## config.mk

```make
export PLATFORM = sky130hd
export DESIGN_NAME = cpu_control_fsm
export DESIGN_NICKNAME = d
export VERILOG_FILES = /design/src/rtl/cpu_ctrl_pkg.sv /design/src/rtl/branch_cond_eval.sv /design/src/rtl/cpu_control_fsm.sv
export SDC_FILE = /design/constraint.sdc
export NUM_CORES = 1
export LEC_CHECK = 0
export BUFFER_PORTS_ARGS = -buffer_cell sky130_fd_sc_hd__buf_2
export CORE_MARGIN = 2
export CORE_UTILIZATION = 53
export CTS_BUF_LIST = sky130_fd_sc_hd__clkbuf_2
export CTS_CLUSTER_SIZE = 24
export DETAILED_ROUTE_END_ITERATION = 7
export PLACE_DENSITY_LB_ADDON = 0.12
export SLEW_MARGIN = 20
export SYNTH_ARGS = -nofsm -noshare
export SYNTH_HDL_FRONTEND = slang
export SYNTH_SLANG_ARGS = --single-unit
```

## constraint.sdc

```tcl
create_clock -name clk -period 4.4 [get_ports clk]
set_clock_uncertainty 0.05 [all_clocks]
set_input_delay 0.66 -clock clk [delete_from_list [all_inputs] [get_ports clk]]
set_output_delay 0.66 -clock clk [all_outputs]
set_load 0.005 [all_outputs]
```

## src/rtl/cpu_ctrl_pkg.sv

```systemverilog
// -----------------------------------------------------------------------------
// cpu_ctrl_pkg
// Shared definitions for the CPU control FSM: state encoding, instruction
// field codes, memory-command / PC-source / register-select / writeback-source
// encodings, the decoded instruction class and the decoder function that maps
// opcode/op onto that class.
//
// Configuration macro: CTRL_BRANCH_LINK_EN
//   defined   -> opcode 010 decodes BL (op 11), BX (op 00) and BLX (op 10)
//   undefined -> opcode 010 is treated as an illegal instruction (HALT)
// -----------------------------------------------------------------------------
package cpu_ctrl_pkg;

  localparam int STATE_W = 5;

  // S_LINK and S_BX_PC are reachable only with CTRL_BRANCH_LINK_EN.
  typedef enum logic [STATE_W-1:0] {
    S_RST, S_IF1, S_IF2, S_UPD_PC, S_DECODE,
    S_GET_A, S_GET_B, S_EXEC, S_WR_REG,
    S_MEM_ADDR, S_MEM_RD, S_MEM_WB,
    S_STR_GETB, S_STR_C, S_MEM_WR,
    S_BRANCH, S_HALT,
    S_LINK, S_BX_PC
  } state_t;

  // opcode field IR[15:13]
  localparam logic [2:0] OPC_BRANCH = 3'b001;
  localparam logic [2:0] OPC_BLINK  = 3'b010;
  localparam logic [2:0] OPC_LDR    = 3'b011;
  localparam logic [2:0] OPC_STR    = 3'b100;
  localparam logic [2:0] OPC_ALU    = 3'b101;
  localparam logic [2:0] OPC_MOV    = 3'b110;
  localparam logic [2:0] OPC_HALT   = 3'b111;

  // op field IR[12:11]
  localparam logic [1:0] OP_MOV_REG = 2'b00;
  localparam logic [1:0] OP_MOV_IMM = 2'b10;
  localparam logic [1:0] OP_CMP     = 2'b01;
  localparam logic [1:0] OP_BX      = 2'b00;
  localparam logic [1:0] OP_BLX     = 2'b10;
  localparam logic [1:0] OP_BL      = 2'b11;

  // cond field IR[10:8]
  localparam logic [2:0] COND_AL = 3'b000;
  localparam logic [2:0] COND_EQ = 3'b001;
  localparam logic [2:0] COND_NE = 3'b010;
  localparam logic [2:0] COND_LT = 3'b011;
  localparam logic [2:0] COND_LE = 3'b100;

  typedef enum logic [1:0] {
    MEM_NONE  = 2'b00,
    MEM_READ  = 2'b01,
    MEM_WRITE = 2'b10
  } mem_cmd_t;

  localparam logic [1:0] PC_INC  = 2'b00;  // PC + 1
  localparam logic [1:0] PC_REL  = 2'b01;  // PC + 1 + sximm8
  localparam logic [1:0] PC_ZERO = 2'b10;
  localparam logic [1:0] PC_DOUT = 2'b11;  // datapath_out (C)

  localparam logic [2:0] NSEL_NONE = 3'b000;
  localparam logic [2:0] NSEL_RM   = 3'b001;
  localparam logic [2:0] NSEL_RD   = 3'b010;
  localparam logic [2:0] NSEL_RN   = 3'b100;

  localparam logic [1:0] VSEL_C     = 2'b00;
  localparam logic [1:0] VSEL_PC    = 2'b01;
  localparam logic [1:0] VSEL_IMM   = 2'b10;
  localparam logic [1:0] VSEL_MDATA = 2'b11;

  typedef enum logic [3:0] {
    CLS_HALT, CLS_MOV_IMM, CLS_MOV_REG, CLS_ALU, CLS_CMP,
    CLS_LDR, CLS_STR, CLS_BRANCH, CLS_BL, CLS_BX, CLS_BLX
  } instr_cls_t;

  // Anything not explicitly recognised decodes to CLS_HALT.
  function automatic instr_cls_t decode_instr(input logic [2:0] opc,
                                              input logic [1:0] opf);
    instr_cls_t cls;
    cls = CLS_HALT;
    case (opc)
      OPC_MOV: begin
        if (opf == OP_MOV_IMM)      cls = CLS_MOV_IMM;
        else if (opf == OP_MOV_REG) cls = CLS_MOV_REG;
      end
      OPC_ALU:    cls = (opf == OP_CMP) ? CLS_CMP : CLS_ALU;
      OPC_LDR:    cls = CLS_LDR;
      OPC_STR:    cls = CLS_STR;
      OPC_BRANCH: cls = CLS_BRANCH;
`ifdef CTRL_BRANCH_LINK_EN
      OPC_BLINK: begin
        case (opf)
          OP_BL:   cls = CLS_BL;
          OP_BX:   cls = CLS_BX;
          OP_BLX:  cls = CLS_BLX;
          default: cls = CLS_HALT;
        endcase
      end
`endif
      default:    cls = CLS_HALT;
    endcase
    return cls;
  endfunction

endpackage

```

## src/rtl/branch_cond_eval.sv

```systemverilog
// -----------------------------------------------------------------------------
// branch_cond_eval
// Combinational branch-condition evaluator.
//   cond   [2:0] : branch condition code (IR[10:8])
//   status [2:0] : datapath flags {V, N, Z}
//   taken        : 1 when the branch should be taken
// Codes 101..111 are never taken.
// -----------------------------------------------------------------------------
module branch_cond_eval
  import cpu_ctrl_pkg::*;
(
  input  logic [2:0] cond,
  input  logic [2:0] status,
  output logic       taken
);

  logic z, n, v, lt;

  assign z  = status[0];
  assign n  = status[1];
  assign v  = status[2];
  assign lt = n ^ v;  // signed less-than after a CMP

  always_comb begin
    case (cond)
      COND_AL: taken = 1'b1;
      COND_EQ: taken = z;
      COND_NE: taken = ~z;
      COND_LT: taken = lt;
      COND_LE: taken = z | lt;
      default: taken = 1'b0;
    endcase
  end

endmodule

```

## src/rtl/cpu_control_fsm.sv

```systemverilog
// -----------------------------------------------------------------------------
// cpu_control_fsm
// Moore controller that fetches, decodes and sequences every CPU instruction.
// All outputs are decoded from registered state: the instruction class and the
// branch decision are captured when leaving DECODE, so no output depends
// combinationally on opcode/op/cond/status.
//
// Ports
//   clk, reset (async, active-high)
//   opcode[2:0], op[1:0], cond[2:0] : instruction register fields
//   status[2:0]                     : datapath flags {V, N, Z}
//   load_ir, load_pc, pc_src[1:0], addr_sel, load_addr, mem_cmd[1:0]
//   nsel[2:0], vsel[1:0], write, loada, loadb, loadc, loads, asel, bsel
//   halted                          : high while in HALT
//
// Configuration macro: CTRL_BRANCH_LINK_EN enables BL / BX / BLX (opcode 010).
// -----------------------------------------------------------------------------
module cpu_control_fsm
  import cpu_ctrl_pkg::*;
#(
  parameter int NSTATE_W = 5,
  parameter int PC_W     = 8
) (
  input  logic       clk,
  input  logic       reset,
  input  logic [2:0] opcode,
  input  logic [1:0] op,
  input  logic [2:0] cond,
  input  logic [2:0] status,
  output logic       load_ir,
  output logic       load_pc,
  output logic [1:0] pc_src,
  output logic       addr_sel,
  output logic       load_addr,
  output logic [1:0] mem_cmd,
  output logic [2:0] nsel,
  output logic [1:0] vsel,
  output logic       write,
  output logic       loada,
  output logic       loadb,
  output logic       loadc,
  output logic       loads,
  output logic       asel,
  output logic       bsel,
  output logic       halted
);

  if (NSTATE_W < $bits(state_t) || PC_W < 1) begin : g_param_check
    $error("cpu_control_fsm: NSTATE_W too small for the state encoding");
  end

  state_t     state, next_state;
  instr_cls_t cls;       // class of the instruction in flight
  instr_cls_t dec_cls;
  logic       br_taken;  // branch decision captured in DECODE
  logic       taken;

  assign dec_cls = decode_instr(opcode, op);

  branch_cond_eval u_cond (
    .cond   (cond),
    .status (status),
    .taken  (taken)
  );

  // Flags only change on loads (end of a CMP's EXEC), so sampling them in
  // DECODE gives the same answer as sampling in BRANCH.
  // NOTE: non-blocking assignments keep every register updating from the
  // same pre-edge values regardless of statement order.
  always_ff @(posedge clk or posedge reset) begin
    if (reset) begin
      state    <= S_RST;
      cls      <= CLS_HALT;
      br_taken <= 1'b0;
    end else begin
      state <= next_state;
      if (state == S_DECODE) begin
        cls      <= dec_cls;
        br_taken <= taken || (dec_cls == CLS_BL);
      end
    end
  end

  // NOTE: every output and next_state gets a default before the case, so no
  // path through the block leaves a signal unassigned (no inferred latches).
  always_comb begin
    next_state = state;
    load_ir    = 1'b0;
    load_pc    = 1'b0;
    pc_src     = PC_INC;
    addr_sel   = 1'b0;
    load_addr  = 1'b0;
    mem_cmd    = MEM_NONE;
    nsel       = NSEL_NONE;
    vsel       = VSEL_C;
    write      = 1'b0;
    loada      = 1'b0;
    loadb      = 1'b0;
    loadc      = 1'b0;
    loads      = 1'b0;
    asel       = 1'b0;
    bsel       = 1'b0;
    halted     = 1'b0;

    case (state)
      S_RST: begin
        load_pc    = 1'b1;
        pc_src     = PC_ZERO;
        next_state = S_IF1;
      end
      S_IF1: begin
        addr_sel   = 1'b1;
        mem_cmd    = MEM_READ;
        next_state = S_IF2;
      end
      S_IF2: begin
        addr_sel   = 1'b1;
        mem_cmd    = MEM_READ;
        load_ir    = 1'b1;
        next_state = S_UPD_PC;
      end
      S_UPD_PC: begin
        load_pc    = 1'b1;
        pc_src     = PC_INC;
        next_state = S_DECODE;
      end
      S_DECODE: begin
        case (dec_cls)
          CLS_MOV_IMM:                      next_state = S_WR_REG;
          CLS_MOV_REG, CLS_BX:              next_state = S_GET_B;
          CLS_ALU, CLS_CMP, CLS_LDR, CLS_STR: next_state = S_GET_A;
          CLS_BRANCH:                       next_state = S_BRANCH;
          CLS_BL, CLS_BLX:                  next_state = S_LINK;
          default:                          next_state = S_HALT;
        endcase
      end
      S_GET_A: begin
        nsel       = NSEL_RN;
        loada      = 1'b1;
        next_state = (cls == CLS_LDR || cls == CLS_STR) ? S_MEM_ADDR : S_GET_B;
      end
      S_GET_B: begin
        // BX/BLX take their target from Rd; everything else reads Rm.
        nsel       = (cls == CLS_BX || cls == CLS_BLX) ? NSEL_RD : NSEL_RM;
        loadb      = 1'b1;
        next_state = S_EXEC;
      end
      S_EXEC: begin
        loadc = 1'b1;
        // Moves (and BX targets) pass B through with the A operand zeroed.
        asel  = (cls == CLS_MOV_REG || cls == CLS_BX || cls == CLS_BLX);
        loads = (cls == CLS_CMP);
        if (cls == CLS_CMP)                        next_state = S_IF1;
        else if (cls == CLS_BX || cls == CLS_BLX)  next_state = S_BX_PC;
        else                                       next_state = S_WR_REG;
      end
      S_WR_REG: begin
        write = 1'b1;
        if (cls == CLS_MOV_IMM) begin
          nsel = NSEL_RN;
          vsel = VSEL_IMM;
        end else begin
          nsel = NSEL_RD;
          vsel = VSEL_C;
        end
        next_state = S_IF1;
      end
      S_MEM_ADDR: begin
        bsel       = 1'b1;  // A + sximm5
        loadc      = 1'b1;
        next_state = (cls == CLS_LDR) ? S_MEM_RD : S_STR_GETB;
      end
      // The address computed in MEM_ADDR sits in C; it is captured into the
      // data-address register during the following cycle (MEM_RD / STR_GETB),
      // and the memory sees it from MEM_WB / MEM_WR onwards.
      S_MEM_RD: begin
        mem_cmd    = MEM_READ;
        load_addr  = 1'b1;
        next_state = S_MEM_WB;
      end
      S_MEM_WB: begin
        mem_cmd    = MEM_READ;
        nsel       = NSEL_RD;
        vsel       = VSEL_MDATA;
        write      = 1'b1;
        next_state = S_IF1;
      end
      S_STR_GETB: begin
        nsel       = NSEL_RD;
        loadb      = 1'b1;
        load_addr  = 1'b1;
        next_state = S_STR_C;
      end
      S_STR_C: begin
        asel       = 1'b1;
        loadc      = 1'b1;
        next_state = S_MEM_WR;
      end
      S_MEM_WR: begin
        mem_cmd    = MEM_WRITE;
        next_state = S_IF1;
      end
      S_BRANCH: begin
        if (br_taken) begin
          load_pc = 1'b1;
          pc_src  = PC_REL;
        end
        next_state = S_IF1;
      end
`ifdef CTRL_BRANCH_LINK_EN
      S_LINK: begin
        // The datapath decoder forces Rn to R7 for link writes.
        nsel       = NSEL_RN;
        vsel       = VSEL_PC;
        write      = 1'b1;
        next_state = (cls == CLS_BL) ? S_BRANCH : S_GET_B;
      end
      S_BX_PC: begin
        load_pc    = 1'b1;
        pc_src     = PC_DOUT;
        next_state = S_IF1;
      end
`endif
      S_HALT: begin
        halted = 1'b1;
      end
      default: next_state = S_RST;
    endcase
  end

endmodule

```

==> flow_summary.toml <==
[outcome]
outcome = "finished clean"

[setup_path]
path_max_fanout = 19
critical_path_arrival_ns = 1.68
r2r_slack_ns = 2.34
crit_start = "state[3]"
critPathTopFamily = "flip-flops"
reg2reg_from = "state[1]"
crit_type = "register to primary output"
critPathCaptureType = "primary output"
required_ns = 3.69
cp_num_buf_inv = 1
r2r_end = "state[2]"
crit_path_max_incr_delay_ns = 0.70
crit_cells = 4
cpMaxStageDelayCell = "dfrtp_1"
crit_path_cell_trace = "nor2b_1 > a21oi_1 > nor3_1 > buf_2"
cp-start-kind = "register"
r2r_cells = 4
cp-endpoint = "asel"

[clocking]
cts-root-buf = "clkbuf_2"
path_clk_slew_ns = 0.09
cts_buffer_depth = 2
cts_hold_buf = 0
postCtsResizedCells = 0
cts_made_buffers = 3
postCtsSetupBuffers = 0
cts.sinks = 9
cts_tree = "yes"
clk_latency_ns = 0.25
htree_levels = 1

[timing]
hold_viol_final = 0
fin_crit_ns = 2.39
fin_setup_tns_ns = 0
slew_violations = 0
max_clock_freq_ghz = 0.419
max_slew_margin_pct = 57.8
rsz0062_at_grt = "false"
tightestPinTransition_ns = 0.634
finalCritPeriodShare_pct = 54.2
layout_setup_ws_ns = 2.01
setup_viol = 0

[logic_synthesis]
yosys_warnings = 0
synth-edff-count = 0
ys_seq_area_share_pct = 21.3
synth_common_cells = "nor2_1, a21oi_1, nand2_1"
netlist_area_um2 = 1060
syn_nets = 155
synthArstFlopShare_pct = 100
ys_types = 48
yosys.area.top_type = "dfrtp_1"
synth-main-ff-cell = "dfrtp_1"
synth.most_common_cell = "nor2_1"
syn_area_per_cell_um2 = 7.44
ys_ff_latch = 9
synth_top_area_share_pct = 21.3
synth_top_cells_by_area = "dfrtp_1, nor2_1, a21oi_1"
syn_inst = 142

[hold_path]
hp-class = "input pin to async pin"

[finish]
instances_no_fill = 193
drive_gt1_share_pct = 25.3
fillerInstances = 180
area_delta_synth_final_pct = 12.8
finalNetCount = 180
fin_util_pct = 62.0
antenna_cells = 0

[detailed_routing]
drc_errors = 0
wl_um = 2630
num_vias = 1139
vias_per_cell = 5.90
drt_iter0_drc = 42
ant_nets = 0
post_drt_wl_per_cell_um = 13.6
drt-pass1-iter-count = 4

[global_route]
grt_max_degree = 20
antenna_found_initial = 0
grt_pass1_wl_um = 4660
grt_overflow = 0
grt_usage_pct = 25.0
grt_pass1_vias = 1039

[floorplan]
core_area_um2 = 1920
die-height_um = 48.6
die_w_um = 48.6
initial_core_util_pct = 54.9
die_area_um2 = 2370
io-pin-count = 34
core.rowCount = 16

[power_and_ir_drop]
vdd_ir_drop_max_mv = 0.307
powerDensity_nw_per_um2 = 588
p_leak_nw = 0.561

[placed_design]
dp_cells = 189
dp_hpwl_um = 1970
dp_slack_ns = 2.30
port_buffers = 33
gp_congestion = 0.928

[flow_run]
max_cap_viol_count = 0
report_power, final:
part / switching [mW] / internal, mW / leakage [nW] / total (mW)
Combinational: 0.209 / 0.205 / 0.431 / 0.414
Clock: 0.0284 / 0.0242 / 0.0166 / 0.0525
Sequential: 0.116 / 0.117 / 0.114 / 0.233
Total: 0.354 / 0.346 / 0.561 / 0.700
registers in the layout, summed over array words and instances (netlist names):
| name | flops |
|---|---|
| state | 5 |
| br_taken | 1 |
| cls | 3 |
worst register-to-register path: stages, from the launching register on:
cell and delay, ns:
dfrtp_1 0.75, or2_1 0.30, or2_4 0.25, a2111oi_4 0.07, or4b_1 0.52
cells by family after synthesis:
logic type / synth area share [%]
flip-flops: 21.3
buffers and inverters: 10.1
AO/OA/AOI/OAI: 26.1
AND/OR/NAND/NOR: 35.2
multiplexers: 2.37
XOR/XNOR: 4.98
how the worst min path moves through the flow:
stage	startpoint	endpoint
global placement	br_taken	br_taken
CTS	reset	state[2]
finish	reset	state[2]
detailed placement	br_taken	br_taken
floorplan	reset	br_taken
global route	reset	state[1]
placed cells by master (no fill, tap or decap), types with 2 or more instances in the layout:
master | netlist | routed
a21o_1 | 4 | 4
nor3_1 | 8 | 8
nand2b_1 | 3 | 3
o21ai_0 | 4 | 4
nor4bb_1 | 2 | 2
dfrtp_1 | 9 | 9
buf_2 | 3 | 33
xor2_1 | 2 | 2
nor2b_1 | 5 | 5
clkbuf_2 | 1 | 4
nand3b_1 | 2 | 2
nand3_1 | 2 | 2
a22oi_1 | 2 | 2
nor3b_1 | 6 | 6
a21oi_1 | 12 | 12
xnor2_1 | 4 | 4
inv_1 | 6 | 6
a31oi_1 | 2 | 2
nor2_1 | 19 | 19
nand2_1 | 12 | 12
final cells by class:
cell class                 instances  area (um^2)  area share, %
clock buffer                       4         20.0           1.68
inverter                           6         22.5           1.89
multi-input combinational        114          724           60.8
sequential                         9          225           18.9
tap                               27         33.8           2.84
timing repair buffer              33          165           13.9
routing by layer:
metal | up-vias | global-route usage (%) | wire length [um] | part of all wire (%)
li1 | 562 | - | - | -
met4 | 0 | 10.5 | 46 | 1.7
met1 | 508 | 32.2 | 1120 | 43
met2 | 63 | 41.6 | 1230 | 47
met5 | - | 0 | 0 | 0
met3 | 6 | 4.01 | 231 | 8.8
per-stage QoR:
step           hold WS (ns)  instance area (um^2)  power [mW]
6_report              0.304                  1190       0.700
4_1_cts               0.312                  1190       0.695
3_3_place_gp          0.502                  1170       0.631
5_1_grt               0.310                  1190       0.769
2_1_floorplan         0.438                  1060       0.553
3_5_place_dp          0.514                  1170       0.639
No activity file was read; power rests on OpenSTA's default activity.
